## src/rtl/modrm_fetch_pkg.sv

```systemverilog
// Shared ModR/M decode types and helpers: the fetch FSM states and the
// displacement-length rule used by the fetch block, the decoder and length logic.
package modrm_pkg;

    typedef enum logic [1:0] {
        IDLE    = 2'd0,
        MODRM   = 2'd1,
        DISP_LO = 2'd2,
        DISP_HI = 2'd3
    } modrm_fetch_state_t;

    // Number of displacement bytes that follow a ModR/M byte (16-bit addressing).
    function automatic logic [1:0] modrm_disp_bytes(input logic [7:0] modrm_byte);
        logic [1:0] len;
        case (modrm_byte[7:6])
            2'b00:   len = (modrm_byte[2:0] == 3'b110) ? 2'd2 : 2'd0;
            2'b01:   len = 2'd1;
            2'b10:   len = 2'd2;
            2'b11:   len = 2'd0;
            default: len = 2'd0;
        endcase
        return len;
    endfunction

endpackage

```

## src/rtl/modrm_fetch_if.sv

```systemverilog
// Control, byte-stream and result signals between a fetch controller (master)
// and the ModR/M fetch block (slave).
interface modrm_fetch_if;
    logic        start;
    logic        flush;
    logic        in_valid;
    logic [7:0]  in_data;
    logic        in_ready;
    logic        busy;
    logic        complete;
    logic [7:0]  modrm;
    logic [15:0] displacement;
    logic [1:0]  disp_len;

    modport master (
        output start, flush, in_valid, in_data,
        input  in_ready, busy, complete, modrm, displacement, disp_len
    );

    modport slave (
        input  start, flush, in_valid, in_data,
        output in_ready, busy, complete, modrm, displacement, disp_len
    );
endinterface

```

## src/rtl/modrm_fetch.sv

```systemverilog
// Pulls the ModR/M byte plus 0-2 displacement bytes from the instruction byte
// stream and presents the assembled operand fields with a one-cycle complete strobe.
module modrm_fetch
    import modrm_pkg::*;
(
    input  logic         clk,
    input  logic         reset,
    modrm_fetch_if.slave bus
);

    modrm_fetch_state_t state_r;
    logic               complete_r;
    logic [7:0]         modrm_r;
    logic [15:0]        displacement_r;
    logic [1:0]         disp_len_r;
    logic [1:0]         len_s;

    assign len_s            = modrm_disp_bytes(bus.in_data);
    assign bus.busy         = (state_r != IDLE);
    assign bus.in_ready     = (state_r != IDLE) && !bus.flush;
    assign bus.complete     = complete_r;
    assign bus.modrm        = modrm_r;
    assign bus.displacement = displacement_r;
    assign bus.disp_len     = disp_len_r;

    // Fetch FSM and operand registers; flush overrides any byte transfer.
    always_ff @(posedge clk or posedge reset) begin
        if (reset) begin
            state_r        <= IDLE;
            complete_r     <= 1'b0;
            modrm_r        <= 8'h00;
            displacement_r <= 16'h0000;
            disp_len_r     <= 2'd0;
        end else begin
            complete_r <= 1'b0;
            if (bus.flush) begin
                state_r <= IDLE;
            end else begin
                case (state_r)
                    IDLE: begin
                        if (bus.start) begin
                            state_r <= MODRM;
                        end else begin
                            state_r <= IDLE;
                        end
                    end
                    MODRM: begin
                        if (bus.in_valid) begin
                            modrm_r        <= bus.in_data;
                            displacement_r <= 16'h0000;
                            disp_len_r     <= len_s;
                            if (len_s == 2'd0) begin
                                state_r    <= IDLE;
                                complete_r <= 1'b1;
                            end else begin
                                state_r <= DISP_LO;
                            end
                        end else begin
                            state_r <= MODRM;
                        end
                    end
                    DISP_LO: begin
                        if (bus.in_valid) begin
                            if (disp_len_r == 2'd1) begin
                                displacement_r <= {{8{bus.in_data[7]}}, bus.in_data};
                                state_r        <= IDLE;
                                complete_r     <= 1'b1;
                            end else begin
                                displacement_r[7:0] <= bus.in_data;
                                state_r             <= DISP_HI;
                            end
                        end else begin
                            state_r <= DISP_LO;
                        end
                    end
                    DISP_HI: begin
                        if (bus.in_valid) begin
                            displacement_r[15:8] <= bus.in_data;
                            state_r              <= IDLE;
                            complete_r           <= 1'b1;
                        end else begin
                            state_r <= DISP_HI;
                        end
                    end
                    default: begin
                        state_r <= IDLE;
                    end
                endcase
            end
        end
    end

endmodule

```

## src/flat_wrapper.sv

```systemverilog
// flat-port wrapper written by rule: the top's interface ports become plain ports
module modrm_fetch_flat import modrm_pkg::*;
  (clk, reset, bus_start, bus_flush, bus_in_valid, bus_in_data, bus_in_ready, bus_busy, bus_complete, bus_modrm, bus_displacement, bus_disp_len);
  modrm_fetch_if bus_i ();
  input  logic clk;
  input  logic reset;
  input wire logic [$bits(bus_i.start)-1:0] bus_start;
  input wire logic [$bits(bus_i.flush)-1:0] bus_flush;
  input wire logic [$bits(bus_i.in_valid)-1:0] bus_in_valid;
  input wire logic [$bits(bus_i.in_data)-1:0] bus_in_data;
  output wire logic [$bits(bus_i.in_ready)-1:0] bus_in_ready;
  output wire logic [$bits(bus_i.busy)-1:0] bus_busy;
  output wire logic [$bits(bus_i.complete)-1:0] bus_complete;
  output wire logic [$bits(bus_i.modrm)-1:0] bus_modrm;
  output wire logic [$bits(bus_i.displacement)-1:0] bus_displacement;
  output wire logic [$bits(bus_i.disp_len)-1:0] bus_disp_len;
  assign bus_i.start = bus_start;
  assign bus_i.flush = bus_flush;
  assign bus_i.in_valid = bus_in_valid;
  assign bus_i.in_data = bus_in_data;
  assign bus_in_ready = bus_i.in_ready;
  assign bus_busy = bus_i.busy;
  assign bus_complete = bus_i.complete;
  assign bus_modrm = bus_i.modrm;
  assign bus_displacement = bus_i.displacement;
  assign bus_disp_len = bus_i.disp_len;
  modrm_fetch u_core (.clk(clk), .reset(reset), .bus(bus_i));
endmodule
```

## config.mk

```make
export PLATFORM = sky130hd
export DESIGN_NAME = modrm_fetch_flat
export DESIGN_NICKNAME = d
export VERILOG_FILES = /design/src/rtl/modrm_fetch_pkg.sv /design/src/rtl/modrm_fetch_if.sv /design/src/rtl/modrm_fetch.sv /design/src/flat_wrapper.sv
export SDC_FILE = /design/constraint.sdc
export NUM_CORES = 1
export LEC_CHECK = 0
export BUFFER_PORTS_ARGS = -buffer_cell sky130_fd_sc_hd__buf_2
export CORE_MARGIN = 10
export CORE_UTILIZATION = 50
export DETAILED_ROUTE_END_ITERATION = 16
export PLACE_DENSITY = 0.81
export SLEW_MARGIN = 20
export SYNTH_ARGS = -nofsm -noshare
export SYNTH_HDL_FRONTEND = slang
export SYNTH_SLANG_ARGS = --single-unit
```

## constraint.sdc

```tcl
create_clock -name clk -period 1.6 [get_ports clk]
set_input_delay 0.16 -clock clk [delete_from_list [all_inputs] [get_ports clk]]
set_output_delay 0.16 -clock clk [all_outputs]
set_load 0.01 [all_outputs]
```

==> tab_implementation.tex <==
\begin{tabular}{lr}
\hline
Metric & Value \\
\hline
\multicolumn{2}{l}{\textbf{Detailed routing}} \\
Routed vias/inst & 5.099 \\
DRT Pass-1 Iters & 4 \\
First-iteration detailed-routing DRC count & 59 \\
Post-route DRC & 0 \\
Per-cell routed wire length & 16.19 microns \\
Final Routed Wirelength & about 3400 microns \\
Vias post-DR & between 1000 and 1500 \\
Antenna-violating nets left & 0 \\
\multicolumn{2}{l}{\textbf{Clock network}} \\
TritonCTS clock tree & done \\
Clock Tree Buf Depth & 2 \\
Cts bufs inserted & 5 \\
Clock latency of the later-clocked register in the worst-skew pair & 330 ps \\
Clk Tree Root Cell & clkbuf\_4 \\
Clock sink total & 29 \\
Clk slew on worst S/H paths & 80 ps \\
CTS H-tree depth & 2 \\
\multicolumn{2}{l}{\textbf{STA}} \\
Transition time at the pin with the least slew margin & 357.5 ps \\
Final hold violation count & 0 \\
Max-slew violation total from the final report & 0 \\
Highest achievable clock rate & roughly 640 MHz \\
Final total negative setup slack & 0 ps \\
Count of endpoints failing setup in the final report & 0 \\
Worst-case hold slack & $\sim$77 ps \\
Clock tree skew after final layout & 17.32 ps \\
Max\_slew headroom & 0.7616 \\
Period Utilization, post-route & 0.9776 \\
Clock period minus final worst setup slack & 1564 ps \\
RSZ-0062 raised after global routing & yes \\
\multicolumn{2}{l}{\textbf{Min path}} \\
Min-Delay Startpoint & bus\_flush \\
Capture endpoint of the worst hold path & u\_core.state\_r[0] \\
HP Class & in -> reg \\
Number of cells traversed by the worst hold path & 2 \\
\multicolumn{2}{l}{\textbf{Die}} \\
Floorplan Core Area & $\sim$0.0025 sq mm \\
Placement Rows & 18 \\
Width of the chip & 72.44 microns \\
DIE AREA & 0.005248 sq mm \\
Number of I/O pins & 42 \\
Die extent in y & 72.44 microns \\
Initial core utilization & 0.5403 \\
\multicolumn{2}{l}{\textbf{Placed design}} \\
Global placement routability congestion & 0.9917 \\
\# port buffers & slightly above 40 \\
DP Cell Count & 202 \\
HPWL after detailed placement & roughly 2600 microns \\
\multicolumn{2}{l}{\textbf{Yosys}} \\
Share of cell area taken by muxes after synthesis & 0.1465 \\
Sequential share of the synthesized area & 0.5278 \\
Number of enable-type register cells in the synthesized netlist & 0 \\
Yosys warnings & 0 \\
Syn avg cell area & 10.50 sq um \\
Number of distinct library cell variants in the gate-level netlist after synthesis & 27 \\
Synthesized-area fraction occupied by adder cells & 0.03640 \\
Synthesized-area fraction occupied by ao, oa, aoi and oai cells & 0.09372 \\
Prevailing post-synth register cell & dfrtp\_1 \\
Post-synth design cell area & 0.001375 sq mm \\
Synth Instances & between 100 and 150 \\
Net count after synthesis & 148 \\
FFs w/ async S/R, synth & 1.000 \\
Simple logic cell fraction of the synthesized area & 0.1556 \\
Largest family of logic cells by synthesized area & simple AND/OR/NAND/NOR gates \\
Flip-flop and latch count after synthesis & 29 \\
XOR/XNOR Fraction of Synth Area & 0 \\
\multicolumn{2}{l}{\textbf{Finish}} \\
Share of layout cells above drive strength 1 & 0.4372 \\
Number of antenna repair diodes & 0 \\
Fillers & between 150 and 200 \\
Cell Count, Final, Fillers Out & 213 \\
Layout overhead on the synthesized area & 28.94\% \\
Final design utilization & 0.6967 \\
Number of nets in the finished design & 199 \\
\multicolumn{2}{l}{\textbf{Setup path}} \\
Slowest Stage Delay on Critical Path & 420 ps \\
Arr. time, crit path & approximately 1800 ps \\
Kind of capture point of the worst setup path & register \\
CP Launch Type & register \\
Critical register-to-register path endpoint & u\_core.bus.displacement[14] \\
Worst-path cell with the longest stage delay & dfrtp\_1 \\
Maximum fanout encountered on the critical timing path & 8 \\
Data required time at the worst endpoint & 1800 ps \\
Worst r2r path cells & 5 \\
Cells along the critical path & buf\_4 > ha\_2 > o21ai\_2 > nand3\_2 > mux2\_2 \\
Setup slack on the worst flop-to-flop path & 40 ps \\
Launch point of the worst reg-to-reg path & u\_core.state\_r[1] \\
Category of the most critical setup path & reg -> reg \\
\multicolumn{2}{l}{\textbf{Power}} \\
Power density normalized to cell area & 1085 mW/mm\^{}2 \\
Net switching share of the total power & 0.2502 \\
Max VDD drop & 0.0009710 V \\
Clock share of power & 0.394 \\
Power share of the sequential group & 0.441 \\
Power spent charging and discharging nets & 481.4 uW \\
Internal power & 1442 uW \\
Combinational group share of total power & 0.165 \\
Lkg Pwr & 0.0009752 uW \\
\multicolumn{2}{l}{\textbf{Global routing}} \\
Largest net degree at the start of global routing & 30 \\
Vias in the first global route & 1192 \\
Remaining Overflow, GRT & 0 \\
Global-route wire length before repair & about 5600 microns \\
Antenna violations before repair & 0 \\
Total GRT Usage & 0.1366 \\
\multicolumn{2}{l}{\textbf{Outcome}} \\
Result of the run & complete, no violations \\
\multicolumn{2}{l}{\textbf{Run}} \\
Number of max-cap violations & 0 \\
\hline
\end{tabular}
==> kinds of logic (layout without fill, tap and decap cells) <==
group / count (synthesis) / count (layout)
AO/OA/AOI/OAI: 22 / 22
buffers and inverters: 12 / 64
multiplexers: 16 / 16
adder cells (fa/ha/maj): 4 / 4
flip-flops: 29 / 29
AND/OR/NAND/NOR: 48 / 48
==> how the worst max path moves through the flow <==
| stage | startpoint | end | cells past startpoint |
|---|---|---|---|
| after global routing | u_core.state_r[1] | u_core.bus.displacement[14] | 5 |
| after global placement | u_core.state_r[0] | u_core.state_r[0] | 6 |
| final | u_core.state_r[1] | u_core.bus.displacement[14] | 5 |
| after detailed placement | u_core.state_r[1] | u_core.bus.modrm[3] | 5 |
| after CTS | u_core.state_r[1] | u_core.bus.modrm[3] | 5 |
| after floorplan | u_core.state_r[0] | u_core.bus.displacement[10] | 5 |
==> per-layer routing <==
| metal | wire (microns) | global-route usage | vias up |
|---|---|---|---|
| li1 | - | - | 537 |
| met1 | 1398 | 0.1393 | 519 |
| met2 | 1795 | 0.2342 | 24 |
| met3 | 200 | 0.06122 | 6 |
| met4 | 54 | 0.06329 | 0 |
| met5 | 0 | 0 | - |
==> cell type report <==
cell class,count,area (sq um),share of cell area
clock buffers,5,37.54,0.02117
clock inverters,3,65.06,0.03670
inverters,6,22.52,0.01270
multi-input cells,90,609.3,0.3437
flip-flops and latches,29,725.7,0.4093
well taps,30,37.54,0.02117
repair buffers,50,275.3,0.1553
==> placed cells by master (no fill, tap or decap) <==
| cell | Yosys | layout |
|---|---|---|
| nand2_2 | 1 | 1 |
| clkinv_2 | 0 | 1 |
| mux2i_1 | 1 | 1 |
| nor3_1 | 1 | 1 |
| mux2_4 | 6 | 6 |
| nor2_4 | 0 | 1 |
| ha_1 | 4 | 1 |
| buf_2 | 2 | 41 |
| a211o_1 | 1 | 1 |
| buf_4 | 0 | 8 |
| clkbuf_4 | 0 | 5 |
| dfrtp_1 | 29 | 29 |
| nor2b_1 | 2 | 2 |
| and3b_1 | 1 | 1 |
| nand3_2 | 1 | 1 |
| o21ai_2 | 1 | 1 |
| nor2_1 | 4 | 3 |
| nand2_1 | 34 | 34 |
| bufinv_16 | 0 | 2 |
| nand3b_1 | 1 | 1 |
| or2_4 | 1 | 1 |
| o31ai_1 | 3 | 3 |
| inv_1 | 6 | 6 |
| mux2_2 | 9 | 9 |
| o21ai_0 | 11 | 10 |
| ha_2 | 0 | 3 |
| a21oi_1 | 3 | 3 |
| o21ai_1 | 1 | 2 |
| a31oi_1 | 1 | 1 |
| nand2b_1 | 2 | 2 |
| a21boi_0 | 1 | 1 |
| dlygate4sd3_1 | 0 | 1 |
==> cell usage after synthesis, drive strengths merged (2+ instances only) <==
cell,count,area share
nor2b,2,0.0091
clkbuf,3,0.0082
mux2,15,0.14
nand2,35,0.097
buf,3,0.015
o21ai,13,0.050
o31ai,3,0.016
ha,4,0.036
dfrtp,29,0.53
nor2,4,0.011
inv,6,0.016
nand2b,2,0.0091
a21oi,3,0.011
==> critical path, delay by kind of cell, from the launching register on <==
kind / cells / cell delay [ps]
fa+ha+maj: 1 / 190
flops: 1 / 420
buf+inv: 1 / 150
mux: 1 / 330
compound gates: 1 / 170
simple gates: 1 / 210
==> per-stage QoR <==
stage	setup WS, ps	total power (uW)	cell area (sq um)
after floorplan	3.696	1029	1375
after detailed placement	37.23	1170	1630
after CTS	26.07	1936	1755
final	35.83	1924	1773
after global placement	84.09	1154	1630
after global routing	-37.43	2007	1773
==> sequential cells by signal (all words and copies together), names as in the netlist <==
name and count:
u_core.bus.modrm 8, u_core.bus.disp_len 2, u_core.bus.complete 1, u_core.state_r 2, u_core.bus.displacement 16
==> power by group through the flow <==
stage	logic [uW]	registers, uW	clock network [uW]
after floorplan	145	884	0
after global placement	301	853	0
after detailed placement	310	859	0
after CTS	320	847	768
after global routing	345	858	804
final	317	848	758
==> what timing repair did <==
item,CTS,global route
pin swaps,1,0
gates resized for setup,2,4
cloned,0,0
hold buffers,1,0
endpoints found under the hold margin,29,0
endpoints found under the setup margin,1,24
setup buffers,1,1
Power figures use the tool's default switching activity.
